`src/rtl/ram_pkg.sv`:
```
// Shared memory-block constants: clear-sequencer state encoding
// and read-during-write mode selectors.
package ram_pkg;

  typedef enum logic {
    ST_IDLE  = 1'b0,
    ST_CLEAR = 1'b1
  } state_t;

  localparam int WR_NONE = 0;
  localparam int WR_DATA = 1;

endpackage

```
`src/rtl/ram_clr_if.sv`:
```
// User access bus of ram_clr: request/write/clear inputs and
// read data, read-valid, busy and drop outputs.
interface ram_clr_if #(
  parameter int DATA_W = 4,
  parameter int ADDR_W = 3
);
  import ram_pkg::*;

  logic              i_req;
  logic              i_write_en;
  logic [ADDR_W-1:0] i_addr;
  logic [DATA_W-1:0] i_write_data;
  logic              i_clear;
  logic [DATA_W-1:0] o_read_data;
  logic              o_read_valid;
  logic              o_busy;
  logic              o_drop;

  modport master (
    output i_req,
    output i_write_en,
    output i_addr,
    output i_write_data,
    output i_clear,
    input  o_read_data,
    input  o_read_valid,
    input  o_busy,
    input  o_drop
  );

  modport slave (
    input  i_req,
    input  i_write_en,
    input  i_addr,
    input  i_write_data,
    input  i_clear,
    output o_read_data,
    output o_read_valid,
    output o_busy,
    output o_drop
  );

endinterface

```
`src/rtl/ram_clr_seq.sv`:
```
// Clear sequencer: sweeps clr_addr 0..DEPTH-1 after reset or i_clear.
// Ports: i_clk, i_rst_n, i_clear in; busy, clr_we, clr_addr out.
module ram_clr_seq
  import ram_pkg::*;
#(
  parameter int ADDR_W = 3
) (
  input  logic              i_clk,
  input  logic              i_rst_n,
  input  logic              i_clear,
  output logic              busy,
  output logic              clr_we,
  output logic [ADDR_W-1:0] clr_addr
);

  localparam logic [ADDR_W-1:0] LAST = {ADDR_W{1'b1}};

  state_t            st_q;
  state_t            st_d;
  logic [ADDR_W-1:0] a_q;
  logic [ADDR_W-1:0] a_d;

  always_ff @(posedge i_clk) begin
    if (!i_rst_n) begin
      st_q <= ST_CLEAR;
      a_q  <= '0;
    end else begin
      st_q <= st_d;
      a_q  <= a_d;
    end
  end

  always_comb begin
    st_d = st_q;
    a_d  = a_q;
    unique case (st_q)
      ST_CLEAR: begin
        if (i_clear) begin
          a_d = '0;
        end else if (a_q == LAST) begin
          st_d = ST_IDLE;
        end else begin
          a_d = a_q + 1'b1;
        end
      end
      ST_IDLE: begin
        if (i_clear) begin
          st_d = ST_CLEAR;
          a_d  = '0;
        end
      end
    endcase
  end

  assign busy     = (st_q == ST_CLEAR);
  // No sweep write on an edge that samples reset.
  assign clr_we   = busy & i_rst_n;
  assign clr_addr = a_q;

endmodule

```
`src/rtl/ram_clr.sv`:
```
// Single-port RAM, registered read, read-valid, hardware clear.
// Ports: i_clk, i_rst_n (sync, active-low), bus (ram_clr_if.slave).
module ram_clr
  import ram_pkg::*;
#(
  parameter int DATA_W  = 4,
  parameter int ADDR_W  = 3,
  parameter int WR_THRU = WR_NONE
) (
  input  logic     i_clk,
  input  logic     i_rst_n,
  ram_clr_if.slave bus
);

  localparam int   DEPTH = 1 << ADDR_W;
  localparam logic THRU  = (WR_THRU == WR_DATA);

  logic [DATA_W-1:0] mem [DEPTH];

  logic              busy;
  logic              clr_we;
  logic [ADDR_W-1:0] clr_addr;

  logic              acc;
  logic              wr_u;
  logic              rd_u;
  logic              we;
  logic [ADDR_W-1:0] wa;
  logic [DATA_W-1:0] wd;

  logic [DATA_W-1:0] rd_q;
  logic              vld_q;
  logic              drop_q;

  ram_clr_seq #(
    .ADDR_W (ADDR_W)
  ) u_seq (
    .i_clk    (i_clk),
    .i_rst_n  (i_rst_n),
    .i_clear  (bus.i_clear),
    .busy     (busy),
    .clr_we   (clr_we),
    .clr_addr (clr_addr)
  );

  // i_clear wins over a same-edge request.
  assign acc  = i_rst_n & ~busy
              & ~bus.i_clear & bus.i_req;
  assign wr_u = acc & bus.i_write_en;
  assign rd_u = acc & ~bus.i_write_en;

  // Sweep and user port share one write port.
  assign we = clr_we | wr_u;
  assign wa = clr_we ? clr_addr : bus.i_addr;
  assign wd = clr_we ? '0 : bus.i_write_data;

  always_ff @(posedge i_clk) begin
    if (we) begin
      mem[wa] <= wd;
    end
  end

  always_ff @(posedge i_clk) begin
    if (!i_rst_n) begin
      rd_q   <= '0;
      vld_q  <= 1'b0;
      drop_q <= 1'b0;
    end else begin
      vld_q  <= rd_u | (wr_u & THRU);
      drop_q <= bus.i_req & (busy | bus.i_clear);
      if (rd_u) begin
        rd_q <= mem[bus.i_addr];
      end else if (wr_u & THRU) begin
        rd_q <= bus.i_write_data;
      end
    end
  end

  assign bus.o_read_data  = rd_q;
  assign bus.o_read_valid = vld_q;
  assign bus.o_busy       = busy;
  assign bus.o_drop       = drop_q;

endmodule

```
`src/flat_wrapper.sv`:
```
// flat-port wrapper written by rule: the top's interface ports become plain ports
module ram_clr_flat import ram_pkg::*;
#(
  parameter int DATA_W  = 4,
  parameter int ADDR_W  = 3,
  parameter int WR_THRU = WR_NONE
)
  (i_clk, i_rst_n, bus_i_req, bus_i_write_en, bus_i_addr, bus_i_write_data, bus_i_clear, bus_o_read_data, bus_o_read_valid, bus_o_busy, bus_o_drop);
  ram_clr_if #(.DATA_W(DATA_W), .ADDR_W(ADDR_W)) bus_i ();
  input  logic i_clk;
  input  logic i_rst_n;
  input wire logic [$bits(bus_i.i_req)-1:0] bus_i_req;
  input wire logic [$bits(bus_i.i_write_en)-1:0] bus_i_write_en;
  input wire logic [$bits(bus_i.i_addr)-1:0] bus_i_addr;
  input wire logic [$bits(bus_i.i_write_data)-1:0] bus_i_write_data;
  input wire logic [$bits(bus_i.i_clear)-1:0] bus_i_clear;
  output wire logic [$bits(bus_i.o_read_data)-1:0] bus_o_read_data;
  output wire logic [$bits(bus_i.o_read_valid)-1:0] bus_o_read_valid;
  output wire logic [$bits(bus_i.o_busy)-1:0] bus_o_busy;
  output wire logic [$bits(bus_i.o_drop)-1:0] bus_o_drop;
  assign bus_i.i_req = bus_i_req;
  assign bus_i.i_write_en = bus_i_write_en;
  assign bus_i.i_addr = bus_i_addr;
  assign bus_i.i_write_data = bus_i_write_data;
  assign bus_i.i_clear = bus_i_clear;
  assign bus_o_read_data = bus_i.o_read_data;
  assign bus_o_read_valid = bus_i.o_read_valid;
  assign bus_o_busy = bus_i.o_busy;
  assign bus_o_drop = bus_i.o_drop;
  ram_clr #(.DATA_W(DATA_W), .ADDR_W(ADDR_W), .WR_THRU(WR_THRU)) u_core (.i_clk(i_clk), .i_rst_n(i_rst_n), .bus(bus_i));
endmodule
```
`config.mk`:
```
export PLATFORM = sky130hd
export DESIGN_NAME = ram_clr_flat
export DESIGN_NICKNAME = d
export VERILOG_FILES = /design/src/rtl/ram_pkg.sv /design/src/rtl/ram_clr_if.sv /design/src/rtl/ram_clr_seq.sv /design/src/rtl/ram_clr.sv /design/src/flat_wrapper.sv
export SDC_FILE = /design/constraint.sdc
export NUM_CORES = 1
export LEC_CHECK = 0
export BUFFER_PORTS_ARGS = -buffer_cell sky130_fd_sc_hd__buf_2
export CAP_MARGIN = 20
export CORE_UTILIZATION = 25
export CTS_BUF_LIST = sky130_fd_sc_hd__clkbuf_4 sky130_fd_sc_hd__clkbuf_8
export CTS_CLUSTER_SIZE = 20
export DETAILED_ROUTE_END_ITERATION = 16
export SLEW_MARGIN = 40
export SYNTH_ARGS = -nofsm -noshare
export SYNTH_HDL_FRONTEND = slang
export SYNTH_SLANG_ARGS = --single-unit
```
`constraint.sdc`:
```
create_clock -name i_clk -period 3.1 [get_ports i_clk]
set_clock_uncertainty 0.15 [all_clocks]
set_input_delay 0.31 -clock i_clk [delete_from_list [all_inputs] [get_ports i_clk]]
set_output_delay 0.31 -clock i_clk [all_outputs]
set_load 0.02 [all_outputs]
```
## Yosys cells after proc, flatten, opt, wreduce, memory -nomap -nowiden

Memories as Yosys holds them, arrays and structs flattened. A register that Yosys moved wholly into a read port is not among the register bits.
Cells that the tools add are included.

| storage, ports and cells | value |
|---|---|
| flip-flop bits (word level) | 6 |
| RAM bits | 32 |
| input port bits | 12 |
| output and inout bits | 7 |
| word-level logic and storage cells | 35 |
| memories | 1 |

Memory list:

| name | words | bits a word | read ports | clocked after memory_dff | write ports | line | source |
|---|---|---|---|---|---|---|---|
| u_core.mem | 8 | 4 | 1 | 1 | 1 | ram_clr.sv:18 | `logic [DATA_W-1:0] mem [DEPTH];` |

| operators by class | value |
|---|---|
| add/subtract/negate cells | 1 |
| eq/ne operators | 3 |
| multiplexer cells | 12 |
| bitwise logic cells | 12 |
| reduce and logical (&&, ||, !) cells | 2 |

Operators by type and width:

| operator | number |
|---|---|
| 3-bit 2-to-1 mux | 4 |
| 1-bit AND | 7 |
| 3-bit one-hot mux with 2 select lines | 1 |
| 1-bit 2-to-1 mux | 5 |
| 4-bit 2-to-1 mux | 1 |
| 3-bit by 1-bit adder with 3-bit output (second input constant) | 1 |
| 3-bit equality test (second input constant) | 1 |
| 3-bit inequality test (second input constant) | 1 |
| 1-bit inverter | 3 |
| 2-bit inequality test (second input constant) | 1 |
| 1-bit bitwise OR | 2 |
| 1-bit one-hot mux with 2 select lines | 1 |
| 2-bit AND reduction | 1 |
| 1-bit logical NOT | 1 |

## Longest topological paths before layout

Gate-level depths: netlist of run 1.

| depth | value |
|---|---|
| depth after elaboration | 8 |
| gate-level depth with buffers | 5 |
| gate-level depth less buffers | 5 |

## By module

A second synthesis of run 1 with hierarchy kept.

| second synthesis, totals | value |
|---|---|
| cell total of the unflattened synthesis | 126 |
| area, all modules | 1,778.0 µm² |

By module, submodules not included:

| module | instances | cells an instance | area each (µm²) | seq. area each (µm²) |
|---|---|---|---|---|
| ram_clr | 1 | 110 | 1,591.5 | 1,081.0 |
| ram_clr_seq | 1 | 16 | 186.4 | 80.1 |

## Least setup slack after synthesis of run 1

OpenSTA, ideal clock, no wires.

| timing | value |
|---|---|
| kind | flip-flop to flip-flop |
| from | register u_core.u_seq.st_q (netlist: u_core.u_seq.busy) |
| to | memory u_core.mem[0][0] (enable) |
| setup time | 0.329 ns |
| data arrival time | 1.343 ns |
| data required time | 2.621 ns |
| slack | 1.278 ns |
| stages on the path, launching flop included | 4 |
| path buffers | 0 |
| period minus slack after synthesis | 1.822 ns |
| cell sequence | dfxtp_1 -> a21boi_0 -> a2111o_1 -> nor2_1 |

| on the way | value |
|---|---|
| word-level cells in the longest chain between the ends | 8 |
| elaborated cells between the ends (all ways) | 10 |
| those cells by class | mux (3); bitwise (7) |

Ends and longest elaborated chain:

| what | line | source |
|---|---|---|
| from (decl) | ram_clr_seq.sv:18 | `state_t st_q;` |
| from (signal assigned) | ram_clr_seq.sv:28 | `st_q <= st_d;` |
| 1-bit inverter | ram_clr.sv:47 | `assign acc = i_rst_n & ~busy` |
| 1-bit AND | ram_clr.sv:47 |  |
| 1-bit AND (2 in series) | ram_clr.sv:48 | `& ~bus.i_clear & bus.i_req;` |
| 1-bit AND | ram_clr.sv:49 | `assign wr_u = acc & bus.i_write_en;` |
| 1-bit bitwise OR | ram_clr.sv:53 | `assign we = clr_we \| wr_u;` |
| 1-bit 2-to-1 mux | ram_clr.sv:58 | `if (we) begin` |
| 1-bit 2-to-1 mux (implied by the code) | ram_clr.sv:59 | `mem[wa] <= wd;` |
| to (decl) | ram_clr.sv:18 |  |

Several ways; a longest one is shown, not always the timed one.

## Worst setup path in the final report of run 1

| timing | value |
|---|---|
| from | register u_core.u_seq.st_q (netlist: u_core.u_seq.busy) |
| to | memory u_core.mem[4][0] (enable) |

The elaborated chain is that of the path after synthesis.

==> metrics.yaml, run 1 <==
layout:
  final_cell_area_um2: 2100
  final_cell_mix: "edfxtp_1 (32), buf_2 (18), nor2_1 (13)"
  stdcell_count: 248
  final_common_cell: "edfxtp_1"
  diodes: 0
  drive_above_1_share_pct: 27.0
  fillCellCount: 703
  final_util_pct: 30.5
  area_delta_synth_final_pct: 16.5
  fin_nets: 165
  multi_input_area_um2: 607
  regArea_um2: 1160
global_routing:
  grtUsageTotal_pct: 10.2
  grt_pass1_wl_mm: 5.59
  antenna_found_initial: 0
  grt-ovfl-total: 0
  grt_max_degree: 24
  grt_pass1_vias: 1138
floorplan:
  io_pins: 19
  die_y_um: 86.9
  dieWidth_um: 86.9
  initial_utilization_pct: 26.2
  dieArea_um2: 7550
  coreArea_um2: 6870
  rows: 30
timing:
  hold_viol: 0
  fin_crit_ps: 1970
  worstMarginPinSlew_ps: 655
  setup_viol: 0
  max_slew_margin_pct: 55.2
  whs_ps: 129
  setup_slack_ps: 1130
  fmax_mhz: 507
  rsz0062_at_grt: "no"
  post-route-period-util_pct: 63.6
  fin_tns_setup_ps: 0
  drv_slew: 0
worst_setup_path:
  required_ps: 2900
  worstSetupPathType: "reg2reg"
  r2r_cells: 3
  cp.arrival_ps: 1780
  worst_path_largest_cell_delay_ps: 500
  slowest_stage: "dfxtp_1"
  crit_cells: 3
  end_kind: "register"
  crit_chain: "a21boi_0, a2111o_1, nor2_1"
  r2r_setup_slack_ps: 1130
  cp-start-kind: "register"
  worst-path-buf-inv: 0
  cp_max_fo: 10
  crit_family: "compound AO/OA/AOI/OAI gates"
route:
  via_per_inst: 4.41
  drtPass1Iterations: 4
  routedWlPerCell_um: 14.2
  drt_iter0_drc: 43
  vias: 1093
  drt_wl_total_mm: 3.52
  ant_nets: 0
  drc: 0
cts:
  cts_max_level: 2
  holdBufCountCts: 0
  post-cts-setup-buffers: 0
  cts_buffers: 5
  clk_latency_ps: 290
  clockBufferDepth: 2
  cts_tree: "built"
  clk_pin_slew_ps: 80
  root_buffer: "clkbuf_8"
  cts_resized: 0
  cts.sinks: 42
power_and_ir_drop:
  sequentialPowerShare_pct: 55.9
  p_per_area_nw_per_um2: 529
  power.total_mw: 1.11
  clockPowerShare_pct: 37.7
  internal_power_uw: 881
  switching_power_uw: 229
  ir_drop_mv: 0.320
  power_switching_share_pct: 20.6
  pwr-share-comb_pct: 6.4
  p_leak_nw: 0.780
logic_synthesis:
  syn-num-nets: 143
  synth_warnings: 0
  syn_area_um2: 1800
  netlist_instances: 129
  synth.avg_cell_area_um2: 14.0
  ys_seq_elements: 42
  synth_edf_count: 32
  synthArstFlopShare_pct: 0
  synthFlopType: "edfxtp_1"
  synth_cell_types: 36
  seq_area_frac_synth_pct: 64.4
place:
  dpl-instance-area_um2: 1990
  dpl.hpwl_mm: 2.54
  port_buffers: 18
  place_congestion: 0.744
  dp_slack_ps: 1000
  dp_cells: 240
min_path:
  hp-class: "in2reg"
  worstHoldPathCells: 2
job:
  drv_cap: 0
run_status:
  status: "finished clean"
==> synthesized netlist by cell type, types with 2 or more instances <==
cell        n  area [um2]
mux2i_1     5        50.1
a211oi_1    3        22.5
inv_1       3        11.3
dfxtp_1    10         200
nor2_1     13        48.8
ha_1        2        25.0
edfxtp_1   32         961
and2b_1     3        22.5
nor2b_1     5        31.3
nand2b_1    2        12.5
or2b_1      2        15.0
and2_1      4        25.0
a2111oi_0   3        26.3
nand3_1     4        20.0
nand2_1     3        11.3
o41ai_1     3        26.3
mux2_2     10         113
o22ai_1     4        25.0
==> registers in the layout, indices dropped and copies added (netlist names) <==
name                     flops
u_core.u_seq.clr_addr        3
u_core.u_seq.busy            1
u_core.mem                  32
u_core.bus.o_drop            1
u_core.bus.o_read_valid      1
u_core.bus.o_read_data       4
==> final timing paths <==
| check | startpoint | to |
|---|---|---|
| worst min-delay path | bus_i_req | u_core.bus.o_drop |
| worst max-delay path | u_core.u_seq.busy | u_core.mem[4][0] |
| worst max register to register | u_core.u_seq.busy | u_core.mem[4][0] |
| worst min register to register | u_core.bus.o_read_data[3] | u_core.bus.o_read_data[3] |
==> cell families (layout without fill, tap and decap cells) <==
kind of cell / count (synthesis) / count (layout) / share of synthesized area [%]
compound gates: 20 / 20 / 8.82
xor+xnor: 1 / 1 / 0.486
fa+ha+maj: 2 / 2 / 1.39
buf+inv: 6 / 29 / 1.94
flops: 42 / 42 / 64.4
mux: 15 / 15 / 9.03
simple gates: 43 / 43 / 13.9
==> layout make-up <==
class,count,area share [%]
clock buffer,5,3.28
clock inverter,3,1.91
inverter,3,0.537
multi-input combinational,81,28.9
sequential,42,55.3
tap,96,5.72
timing repair buffer,18,4.29
==> per-layer routing <==
layer | track usage, % | vias up | part of all wire (%)
met5 | 0 | - | 0
met3 | 3.41 | 4 | 4.6
met2 | 16.6 | 16 | 48
met4 | 4.09 | 0 | 1.3
met1 | 12.3 | 540 | 46
li1 | - | 533 | -
==> power by group through the flow <==
stage	clock (mW)	combinational (mW)	sequential (mW)
after CTS	0.424	0.0711	0.620
final	0.419	0.0710	0.620
after floorplan	0	0.0462	0.633
after detailed placement	0	0.0706	0.633
after global routing	0.451	0.0780	0.621
after global placement	0	0.0713	0.633
No activity file was read; power rests on OpenSTA's default activity.
==> run 2, diff against run 1 <==
- ABC_AREA: default -> 1
- clock period: 3.1 -> 1.9 ns (I/O delays scaled with it)
==> run 2 against run 1 <==
Net effect: flip-flop and latch count unchanged; first-iteration DRC count increased by 74%; hold slack got worse by 120 ps; routed wire length grew 4.0%; combinational power rose by 100%; global-route usage grew 0.22 points; setup slack worse by 990 ps; via count rose by 22%; final area up 6.6%; sequential power increased by 65%; die area is 3.7% higher; critical path type is now in2reg; highest routed layer unchanged.
==> metrics.yaml, run 2 <==
run_status:
  status: "finished clean"
timing:
  post-route-period-util_pct: 92.5
  fin_tns_setup_ps: 0
  hold_viol: 0
  max_slew_margin_pct: 77.6
  setup_viol: 0
  fin_crit_ps: 1760
  rsz0062_at_grt: "no"
  worstMarginPinSlew_ps: 335
  fmax_mhz: 569
  drv_slew: 0
route:
  drt_wl_total_mm: 3.66
  vias: 1329
  drtPass1Iterations: 4
  via_per_inst: 4.02
  routedWlPerCell_um: 11.0
  drc: 0
  drt_iter0_drc: 75
  ant_nets: 0
global_routing:
  grt-ovfl-total: 0
  antenna_found_initial: 0
  grt_pass1_vias: 1219
  grtUsageTotal_pct: 10.4
  grt_pass1_wl_mm: 5.87
  grt_max_degree: 17
logic_synthesis:
  syn_area_um2: 1870
  synth_warnings: 0
  synth_commonest_cells: "nand2_1 (56), inv_1 (38), edfxtp_1 (32), nand3_1 (25), nor2_1 (15)"
  ys_top_cells_by_area: "edfxtp_1 (51%), nand2_1 (11%), dfxtp_1 (11%)"
  ys_seq_elements: 42
  seq_area_frac_synth_pct: 62.1
  netlist_instances: 202
  synthFlopType: "edfxtp_1"
  syn-num-nets: 216
  synth.avg_cell_area_um2: 9.25
  synth_most_common_cell: "nand2_1"
  synth_cell_types: 19
  synth.top_cell.area_share_pct: 51.4
  synth.largest_area_cell: "edfxtp_1"
  synth_edf_count: 32
  synthArstFlopShare_pct: 0
floorplan:
  dieArea_um2: 7830
  initial_utilization_pct: 25.8
  rows: 31
  dieWidth_um: 88.5
  die_y_um: 88.5
  coreArea_um2: 7250
  io_pins: 19
layout:
  multi_input_area_um2: 524
  largest_register_ffs: 32
  drive_above_1_share_pct: 18.1
  fin_nets: 245
  area_delta_synth_final_pct: 19.6
  final_cell_mix: "nand2_1 (56), inv_1 (38), edfxtp_1 (32)"
  regArea_um2: 1160
  final_common_cell: "nand2_1"
  largest-register: "u_core.mem"
  fillCellCount: 757
  diodes: 0
cts:
  cts_max_level: 2
  post-cts-setup-buffers: 0
  clk_pin_slew_ps: 80
  clockBufferDepth: 2
  cts_buffers: 5
  root_buffer: "clkbuf_8"
  cts.sinks: 42
  clk_latency_ps: 290
  cts_tree: "built"
power_and_ir_drop:
  p_per_area_nw_per_um2: 835
  p_leak_nw: 0.991
  ir_drop_mv: 0.285
  power.total_mw: 1.87
place:
  port_buffers: 18
  dpl.hpwl_mm: 2.76
  place_congestion: 0.796
worst_setup_path:
  required_ps: 1710
  worstSetupPathType: "in2reg"
  timing.rr.start: "u_core.u_seq.busy"
  cp_max_fo: 4
  cp-start-kind: "input pin"
  cp.arrival_ps: 1570
  r2r_setup_slack_ps: 160
  crit_path_start: "bus_i_req"
  end_kind: "register"
  crit_path_end: "u_core.mem[3][3]"
  r2r-end: "u_core.mem[3][3]"
  r2r_cells: 5
min_path:
  hp-class: "in2reg"
job:
  drv_cap: 0
-- run 2: how the worst min path moves through the flow --
stage	start	endpoint	slack [ps]	depth (start not counted)
floorplan	bus_i_write_en	u_core.bus.o_read_valid	120	1
global placement	bus_i_write_en	u_core.bus.o_read_valid	280	2
detailed placement	bus_i_write_en	u_core.bus.o_read_valid	270	2
CTS	bus_i_clear	u_core.bus.o_drop	7	3
global route	bus_i_clear	u_core.bus.o_drop	20	3
finish	bus_i_clear	u_core.bus.o_drop	10	3
-- run 2: area by class of cell --
cell class                      count  share of cell area [%]
Timing Repair Buffer               26                    6.94
Tap cell                           99                    5.54
Sequential cell                    42                    51.9
Multi-Input combinational cell    114                    23.4
Clock inverter                      1                    1.34
Inverter                           42                    7.05
Clock buffer                        7                    3.75
-- run 2: repair_timing --
item                       CTS  global route
gates resized for setup      0             1
hold buffers                 2             0
setup endpoints to repair    0             4
hold endpoints to repair     2             0
-- run 2: cells by family after synthesis --
family	after synthesis	synth area share [%]
AOI/OAI and AO/OA	13	4.15
adders and majority gates	2	1.34
buffers and inverters	46	9.97
DFF	42	62.1
and+or+nand+nor	99	22.4
-- run 2: metrics by stage --
step           hold slack (ps)  utilization [%]  cell area, um2  setup WS (ps)  std cells
3_3_place_gp               279             28.9            2100            199        321
2_1_floorplan              122                -            1870            275        202
3_5_place_dp               275             28.9            2100            139        321
4_1_cts                   7.16             30.8            2230            113        331
6_report                  10.9             30.8            2240            142        331
5_1_grt                   21.6             30.8            2240           2.74        331
-- run 2: routing by layer --
metal	up-vias	part of all wire [%]	track usage (%)
met5	-	0	0
met4	0	1.9	4.40
met3	5	4.0	2.52
met2	30	46	16.4
met1	597	48	13.5
li1	697	-	-
-- run 2: critical path: stages --
cell and delay [ps]:
dlygate4sd3_1 520, buf_2 120, nand3_2 100, o21ai_1 180, nand2_1 160, nor2_1 300
-- run 2: power by group --
| part | internal [mW] | switching [mW] | leakage [nW] |
|---|---|---|---|
| sequential | 1.01 | 0.00681 | 0.377 |
| combinational | 0.0501 | 0.0953 | 0.555 |
| clock | 0.422 | 0.283 | 0.0593 |
| total | 1.48 | 0.385 | 0.991 |
